`src/rtl/pc_gen_pkg.sv`:
```
// Shared types and default vectors for the program-counter generator.
package pc_gen_pkg;

  typedef enum logic [1:0] {
    ST_BOOT = 2'd0,
    ST_RUN  = 2'd1,
    ST_HALT = 2'd2
  } state_e;

  typedef enum logic [2:0] {
    SEL_TRAP     = 3'd0,
    SEL_MRET     = 3'd1,
    SEL_MISALIGN = 3'd2,
    SEL_TARGET   = 3'd3,
    SEL_HOLD     = 3'd4,
    SEL_STEP     = 3'd5
  } next_sel_e;

  localparam logic [31:0] DEF_RESET_VEC = 32'h0000_0000;
  localparam logic [31:0] DEF_TRAP_VEC  = 32'h0000_0100;

endpackage

```
`src/rtl/pc_gen_unit_target_calc.sv`:
```
// Combinational target/link arithmetic: branch or JALR target, pc+STEP and
// misalignment detection of the target. All sums wrap modulo 2^XLEN.
module pc_target_calc #(
  parameter int XLEN = 32,
  parameter int STEP = 4
) (
  input  logic [XLEN-1:0] i_pc,
  input  logic [XLEN-1:0] i_imm,
  input  logic [XLEN-1:0] i_rs1,
  input  logic            i_mode,
  output logic [XLEN-1:0] o_target,
  output logic [XLEN-1:0] o_step,
  output logic            o_misalign
);

  logic [XLEN-1:0] w_base;
  logic [XLEN-1:0] w_sum;

  assign w_base = i_mode ? i_rs1 : i_pc;
  assign w_sum  = w_base + i_imm;

  // JALR clears bit 0 of the sum; PC-relative targets are taken as is.
  assign o_target = i_mode ? {w_sum[XLEN-1:1], 1'b0} : w_sum;
  assign o_step   = i_pc + XLEN'(STEP);

  assign o_misalign = (STEP == 2) ? o_target[0] : (|o_target[1:0]);

endmodule

```
`src/rtl/pc_gen_unit.sv`:
```
// Registered PC generator: BOOT/RUN/HALT state machine and the PC register,
// selecting the next PC with trap > mret > redirect > hold > step priority.
module pc_gen_unit
  import pc_gen_pkg::*;
#(
  parameter int              XLEN      = 32,
  parameter int              STEP      = 4,
  parameter logic [XLEN-1:0] RESET_VEC = XLEN'(DEF_RESET_VEC),
  parameter logic [XLEN-1:0] TRAP_VEC  = XLEN'(DEF_TRAP_VEC)
) (
  input  logic            clk,
  input  logic            rstn,
  input  logic            if_ready_i,
  input  logic            stall_i,
  input  logic            redirect_i,
  input  logic            redirect_mode_i,
  input  logic [XLEN-1:0] imm_i,
  input  logic [XLEN-1:0] rs1_i,
  input  logic            trap_i,
  input  logic            mret_i,
  input  logic [XLEN-1:0] epc_i,
  input  logic            halt_i,
  input  logic            resume_i,
  output logic [XLEN-1:0] pc_o,
  output logic            pc_valid_o,
  output logic [XLEN-1:0] pc_step_o,
  output logic [XLEN-1:0] pc_target_o,
  output logic            misalign_o
);

  state_e          r_state;
  state_e          w_nextState;
  next_sel_e       w_sel;
  logic [XLEN-1:0] r_pc;
  logic [XLEN-1:0] w_nextPc;
  logic            r_misalign;
  logic            w_targetMisalign;

  pc_target_calc #(
    .XLEN(XLEN),
    .STEP(STEP)
  ) u_target_calc (
    .i_pc      (r_pc),
    .i_imm     (imm_i),
    .i_rs1     (rs1_i),
    .i_mode    (redirect_mode_i),
    .o_target  (pc_target_o),
    .o_step    (pc_step_o),
    .o_misalign(w_targetMisalign)
  );

  always_comb begin
    w_nextState = r_state;
    w_sel       = SEL_HOLD;
    unique case (r_state)
      ST_BOOT: w_nextState = ST_RUN;
      ST_RUN: begin
        // Halting freezes the PC on the instruction it was asserted with.
        if (halt_i && !trap_i && !redirect_i) w_nextState = ST_HALT;
        if (trap_i)                          w_sel = SEL_TRAP;
        else if (mret_i)                     w_sel = SEL_MRET;
        else if (redirect_i)                 w_sel = w_targetMisalign ? SEL_MISALIGN : SEL_TARGET;
        else if (halt_i)                     w_sel = SEL_HOLD;
        else if (stall_i || !if_ready_i)     w_sel = SEL_HOLD;
        else                                 w_sel = SEL_STEP;
      end
      ST_HALT: begin
        if (trap_i) begin
          w_nextState = ST_RUN;
          w_sel       = SEL_TRAP;
        end else if (resume_i) begin
          w_nextState = ST_RUN;
        end
      end
      default: w_nextState = ST_BOOT;
    endcase
  end

  always_comb begin
    w_nextPc = r_pc;
    unique case (w_sel)
      SEL_TRAP, SEL_MISALIGN: w_nextPc = TRAP_VEC;
      SEL_MRET:               w_nextPc = epc_i;
      SEL_TARGET:             w_nextPc = pc_target_o;
      SEL_STEP:               w_nextPc = pc_step_o;
      default:                w_nextPc = r_pc;
    endcase
  end

  always_ff @(posedge clk or negedge rstn) begin
    if (!rstn) begin
      r_state    <= ST_BOOT;
      r_pc       <= RESET_VEC;
      r_misalign <= 1'b0;
    end else begin
      r_state    <= w_nextState;
      r_pc       <= w_nextPc;
      r_misalign <= (w_sel == SEL_MISALIGN);
    end
  end

  assign pc_o       = r_pc;
  assign pc_valid_o = (r_state == ST_RUN);
  assign misalign_o = r_misalign;

endmodule
```
`config.mk`:
```
export PLATFORM = sky130hd
export DESIGN_NAME = pc_gen_unit
export DESIGN_NICKNAME = d
export VERILOG_FILES = /design/src/rtl/pc_gen_pkg.sv /design/src/rtl/pc_gen_unit_target_calc.sv /design/src/rtl/pc_gen_unit.sv
export SDC_FILE = /design/constraint.sdc
export NUM_CORES = 1
export LEC_CHECK = 0
export CAP_MARGIN = 5
export CORE_MARGIN = 2
export CORE_UTILIZATION = 43
export CTS_CLUSTER_SIZE = 12
export DETAILED_ROUTE_END_ITERATION = 6
export PLACE_DENSITY_LB_ADDON = 0.08
export REMOVE_ABC_BUFFERS = 1
export SETUP_SLACK_MARGIN = 0.15
export SLEW_MARGIN = 10
export SYNTH_ARGS = -nofsm -noshare
export SYNTH_HDL_FRONTEND = slang
export SYNTH_SLANG_ARGS = --single-unit
```
`constraint.sdc`:
```
create_clock -name clk -period 4.55 [get_ports clk]
set_input_delay 0.455 -clock clk [delete_from_list [all_inputs] [get_ports clk]]
set_output_delay 0.455 -clock clk [all_outputs]
set_load 0.1 [all_outputs]
```
# Yosys cells after proc, flatten, opt, wreduce, memory -nomap -nowiden
# Cells that the tools add are included.
# Widths: inputs -> output; s select.
[op_classes]
reduce_logical = 12
n_eq_ne = 8
n_addsub = 2
mux = 15
[op_table]
columns = ["cell", "count"]
rows = [
  ["$pmux 32 s4", 1],
  ["$add 32x3->32 const B", 1],
  ["$add 32x32->32", 1],
  ["$mux 32", 1],
  ["$mux 3", 4],
  ["$eq 3x2->1 const B", 2],
  ["$mux 2", 3],
  ["$pmux 2 s3", 1],
  ["$pmux 3 s2", 1],
  ["$mux 1", 4],
  ["$reduce_bool 4->1", 1],
  ["$reduce_or 2->1", 2],
  ["$eq 3x1->1 const B", 1],
  ["$eq 3x3->1 const B", 1],
  ["$logic_not 1->1", 3],
  ["$logic_not 3->1", 1],
  ["$ne 3x3->1 const B", 1],
  ["$eq 2x1->1 const B", 1],
  ["$eq 2x2->1 const B", 1],
  ["$logic_and 1x1->1", 2],
  ["$logic_not 2->1", 1],
  ["$ne 2x1->1 const B", 1],
  ["$reduce_and 2->1", 1],
  ["$logic_or 1x1->1", 1],
]
[totals]
ff_bits = 35
word_cells = 40
in_bits = 106
out_inout_bits = 98

# Depth between registers and ports, before layout
[depth]
depth_word = 12
ltp_mapped = 14
ltp_nobuf = 11

# Hierarchy
# From an unflattened synthesis, not the netlist that was laid out.
[unflattened]
hier_cells = 576
area_unflattened_um2 = 4807.1
[by_module_without_submodules]
columns = ["module", "area_each_um2", "seq_area_each_um2", "cells_each", "n_inst"]
rows = [
  ["pc_target_calc", 2887.8, 0.0, 400, 1],
  ["pc_gen_unit", 1919.3, 875.8, 176, 1],
]

# Worst setup path after synthesis
# OpenSTA, ideal clock, no wires.
[synth_path]
path_type = "register to output"
startpoint = "register r_pc[2] (netlist: pc_o[2])"
endpoint = "output pc_target_o[27]"
arrival_ns = 5.269
path_stages_with_launch = 11
setup_slack_ns = -1.174
path_buffers = 0
required_ns = 4.095
cell_sequence = "dfrtp_1 inv_1 o21ai_0 ha_1 o211a_1 a21oi_2 a211oi_1 or4b_1 a311oi_2 o21bai_1 xor2_1"
[synth_via]
elab_chain_len = 2
[synth_lines]
columns = ["element", "line_no", "source"]
rows = [
  ["start, declared", "pc_gen_unit.sv:34", "logic [XLEN-1:0] r_pc;"],
  ["start signal, assigned", "pc_gen_unit.sv:97", "r_pc <= w_nextPc;"],
  ["$mux 32", "pc_gen_unit_target_calc.sv:19", "assign w_base = i_mode ? i_rs1 : i_pc;"],
  ["$add 32x32->32", "pc_gen_unit_target_calc.sv:20", "assign w_sum = w_base + i_imm;"],
  ["end, declared", "pc_gen_unit.sv:27", "output logic [XLEN-1:0] pc_target_o,"],
]
# Every way passes these cells.

# Final worst setup path
[layout_path]
startpoint = "input rs1_i[11]"
endpoint = "output pc_target_o[31]"
[layout_via]
elab_chain_len = 2
[layout_lines]
columns = ["element", "line_no", "source"]
rows = [
  ["start, declared", "pc_gen_unit.sv:18", "input logic [XLEN-1:0] rs1_i,"],
  ["$mux 32", "pc_gen_unit_target_calc.sv:19", ""],
  ["$add 32x32->32", "pc_gen_unit_target_calc.sv:20", ""],
]
# Every way passes these cells.

==> reports/qor.csv <==
stage,metric,value,unit
outcome,status,"complete, but fails checks",
outcome,violations,design-rule violations,
finish,drive_gt1_share,21.81,%
finish,fin_area,7415,um^2
finish,multiInputGateArea,3611,um^2
finish,fillers,798,
sta,maxClockFrequency,0.2440,GHz
yosys,synth-seq-cells,35,
die,initial_core_util,44.10,%
route,route.detailed.drc,5,
place,port_buffers,203,
yosys,synth_area_leaders,"dfrtp_1 19%, ha_1 9.7%, xnor2_1 8.5%",
grt,grt_overflow_total,0,
job,cap_viol_max_count,0,
sta,hold_violations,0,
clock_network,clockBufferDepth,2,
die,die_x,106.7,um
critical_path,startpoint_type,primary input,
grt,grt_pass1_vias,5530,
die,die_h,106.7,um
die,rows,37,
route,ant_nets,0,
critical_path,endpoint_kind,output port,
route,first_pass_iters,7,
sta,setup_viol,0,
clock_network,cts_tree,done,
die,core,10280,um^2
place,gp_congestion,0.9697,
yosys,synthDistinctLibCells,69,
yosys,syn_area_per_cell,8.035,um^2
clock_network,cts_buffers,5,
critical_path,path_class,primary input to output port,
grt,grt_max_degree,36,
sta,hold-worst-slack,0.2944,ns
route,initialDrtViolationCount,420,
grt,grt_pass1_wl,28.03,mm
clock_network,clk_pin_slew,0.08,ns
route,viasPerCell,5.979,
critical_path,worst_path_max_delay_cell,or4b_4,
finish,nets,925,
die,pin_count,204,
sta,period_minus_slack,4.098,ns
critical_path,path_cells,clkdlybuf4s50_1 -> mux2_2 -> ha_1 -> o21ai_0 -> a21oi_1 -> a221o_1 -> or4b_4 -> a311oi_4 -> o21a_1 -> or3b_2 -> and2_4 -> buf_12,
yosys,netlist_instances,564,
critical_path,cp_num_buf_inv,2,
yosys,seq_area_frac_synth,19.33,%
critical_path,cp.arrival,3.64,ns
die,die_area,11380,um^2
sta,drv_slew,0,
route,wirelength,18.31,mm
critical_path,path_delay_family,compound AO/OA/AOI/OAI gates,
critical_path,worst_ep_required_time,4.09,ns
yosys,synth_edf_count,0,
finish,regArea,875.8,um^2
yosys,yosysTopAreaCell,dfrtp_1,
yosys,yosysWarnings,0,
yosys,synth_ff_type,dfrtp_1,
grt,grt_usage,30.87,%
clock_network,root_buffer,clkbuf_8,
critical_path,cpPeakStageDelay,0.57,ns
finish,syn2layout_area_growth,63.61,%
min_path,min_path_type,primary input to async pin,
sta,worstMarginPinSlew,1.176,ns
clock_network,clock_sinks,35,
sta,fin_crit_sh,90.07,%
place,hpwl,14.02,mm
place,placed_area,7094,um^2
grt,antenna_found_initial,0,
clock_network,htreeDepth,2,
sta,slew_headroom,21.60,%
clock_network,insertion_delay,0.30,ns
critical_path,critical_path.max_fanout,3,
sta,tns,0,ns
route,post_drt_wl_per_cell,19.90,um
sta,grt_setup_unrepaired,no,
yosys,synth-async-reset-ratio,100.0,%
yosys,synth.top_cells.by_count,"63 x nand2_1, 45 x a21oi_1, 44 x xnor2_1",
yosys,yosysTopAreaCellShare,19.33,%
route,vias,5501,
sta,fin_skew,0.01581,ns
yosys,synth_area,4532,um^2
finish,diodes,0,
yosys,synth.most_common_cell,nand2_1,
-- logic make-up after synthesis --
| group | share of synthesized area (%) |
|---|---|
| AO/OA/AOI/OAI | 26.84 |
| XOR/XNOR | 11.98 |
| adder cells (fa/ha/maj) | 10.10 |
| buffers and inverters | 4.528 |
| flip-flops | 19.33 |
| multiplexers | 7.427 |
| AND/OR/NAND/NOR | 19.80 |
-- area by class of cell --
class,instances,share of cell area (%)
multi-input combinational,480,48.70
timing repair buffer,243,35.18
sequential,35,11.81
tap,136,2.295
clock buffer,7,1.029
inverter,18,0.9112
clock inverter,1,0.06750
-- metrics by stage --
stage / std cells / util, % / worst slack (ns)
after floorplan: 533 / - / -1.174
after global placement: 902 / 69.03 / 0.06126
after detailed placement: 902 / 69.03 / -0.001026
after CTS: 918 / 70.98 / 0.1205
after global routing: 920 / 72.15 / 0.3746
final: 920 / 72.15 / 0.4516
-- layout by cell type (no fill, tap or decap), types with 4 or more instances in the layout --
cell type        count
clkdlybuf4s50_1    153
nand2_1             62
buf_4               55
xnor2_1             42
a21oi_1             40
nor2_1              38
dfrtp_1             35
buf_12              31
mux2_2              29
ha_1                28
o21ai_0             26
inv_1               18
nand3_1             17
xor2_1              16
a21o_1              15
a221o_1             13
a222oi_1            13
and3_1               9
nand4_1              9
o21bai_1             9
o21a_1               8
a21oi_2              6
or2_2                5
a211oi_1             5
clkbuf_8             5
and2_1               4
o211ai_1             4
a22o_1               4
ha_2                 4
-- what timing repair did --
item / in CTS / in global routing
pin swaps: 6 / 9
hold buffers: 0 / 0
endpoints found under the setup margin: 3 / 9
setup buffers: 8 / 2
gates cloned: 0 / 0
resized for setup: 14 / 21
-- registers in the layout, indices dropped and copies added (netlist names) --
signal and count:
pc_o 32, misalign_o 1, r_state 2
-- layer usage --
layer	share of wire [%]	global-route usage [%]
met1	41	38.38
met2	49	53.87
met3	8.1	5.653
met4	2.2	9.926
met5	0	0
-- path summary, 6_finish.rpt --
check,slack [ns],from,to,cells past startpoint
max reg2reg,1.05,pc_o[0]$_DFFE_PN0P_,pc_o[23]$_DFFE_PN0P_,12
min in group clk,0.54,r_state[1]$_DFFE_PN0P_,r_state[1]$_DFFE_PN0P_,1
min,0.29,rstn,pc_o[2]$_DFFE_PN0P_,1
max,0.45,rs1_i[11],pc_target_o[31],12
min reg2reg,0.54,r_state[1]$_DFFE_PN0P_,r_state[1]$_DFFE_PN0P_,1
max in group asynchronous,3.67,rstn,pc_o[23]$_DFFE_PN0P_,1
-- worst reg2reg max path: cells and delay by family (launching register included) --
kind / cells / cell delay, ns
AO/OA/AOI/OAI: 3 / 0.96
adder cells (fa/ha/maj): 2 / 0.80
AND/OR/NAND/NOR: 4 / 0.62
flip-flops: 1 / 0.41
buffers and inverters: 2 / 0.32
multiplexers: 1 / 0.27
Power is not shown: default switching activity piles up to over one toggle a cycle in this logic, so the estimate is an artifact.
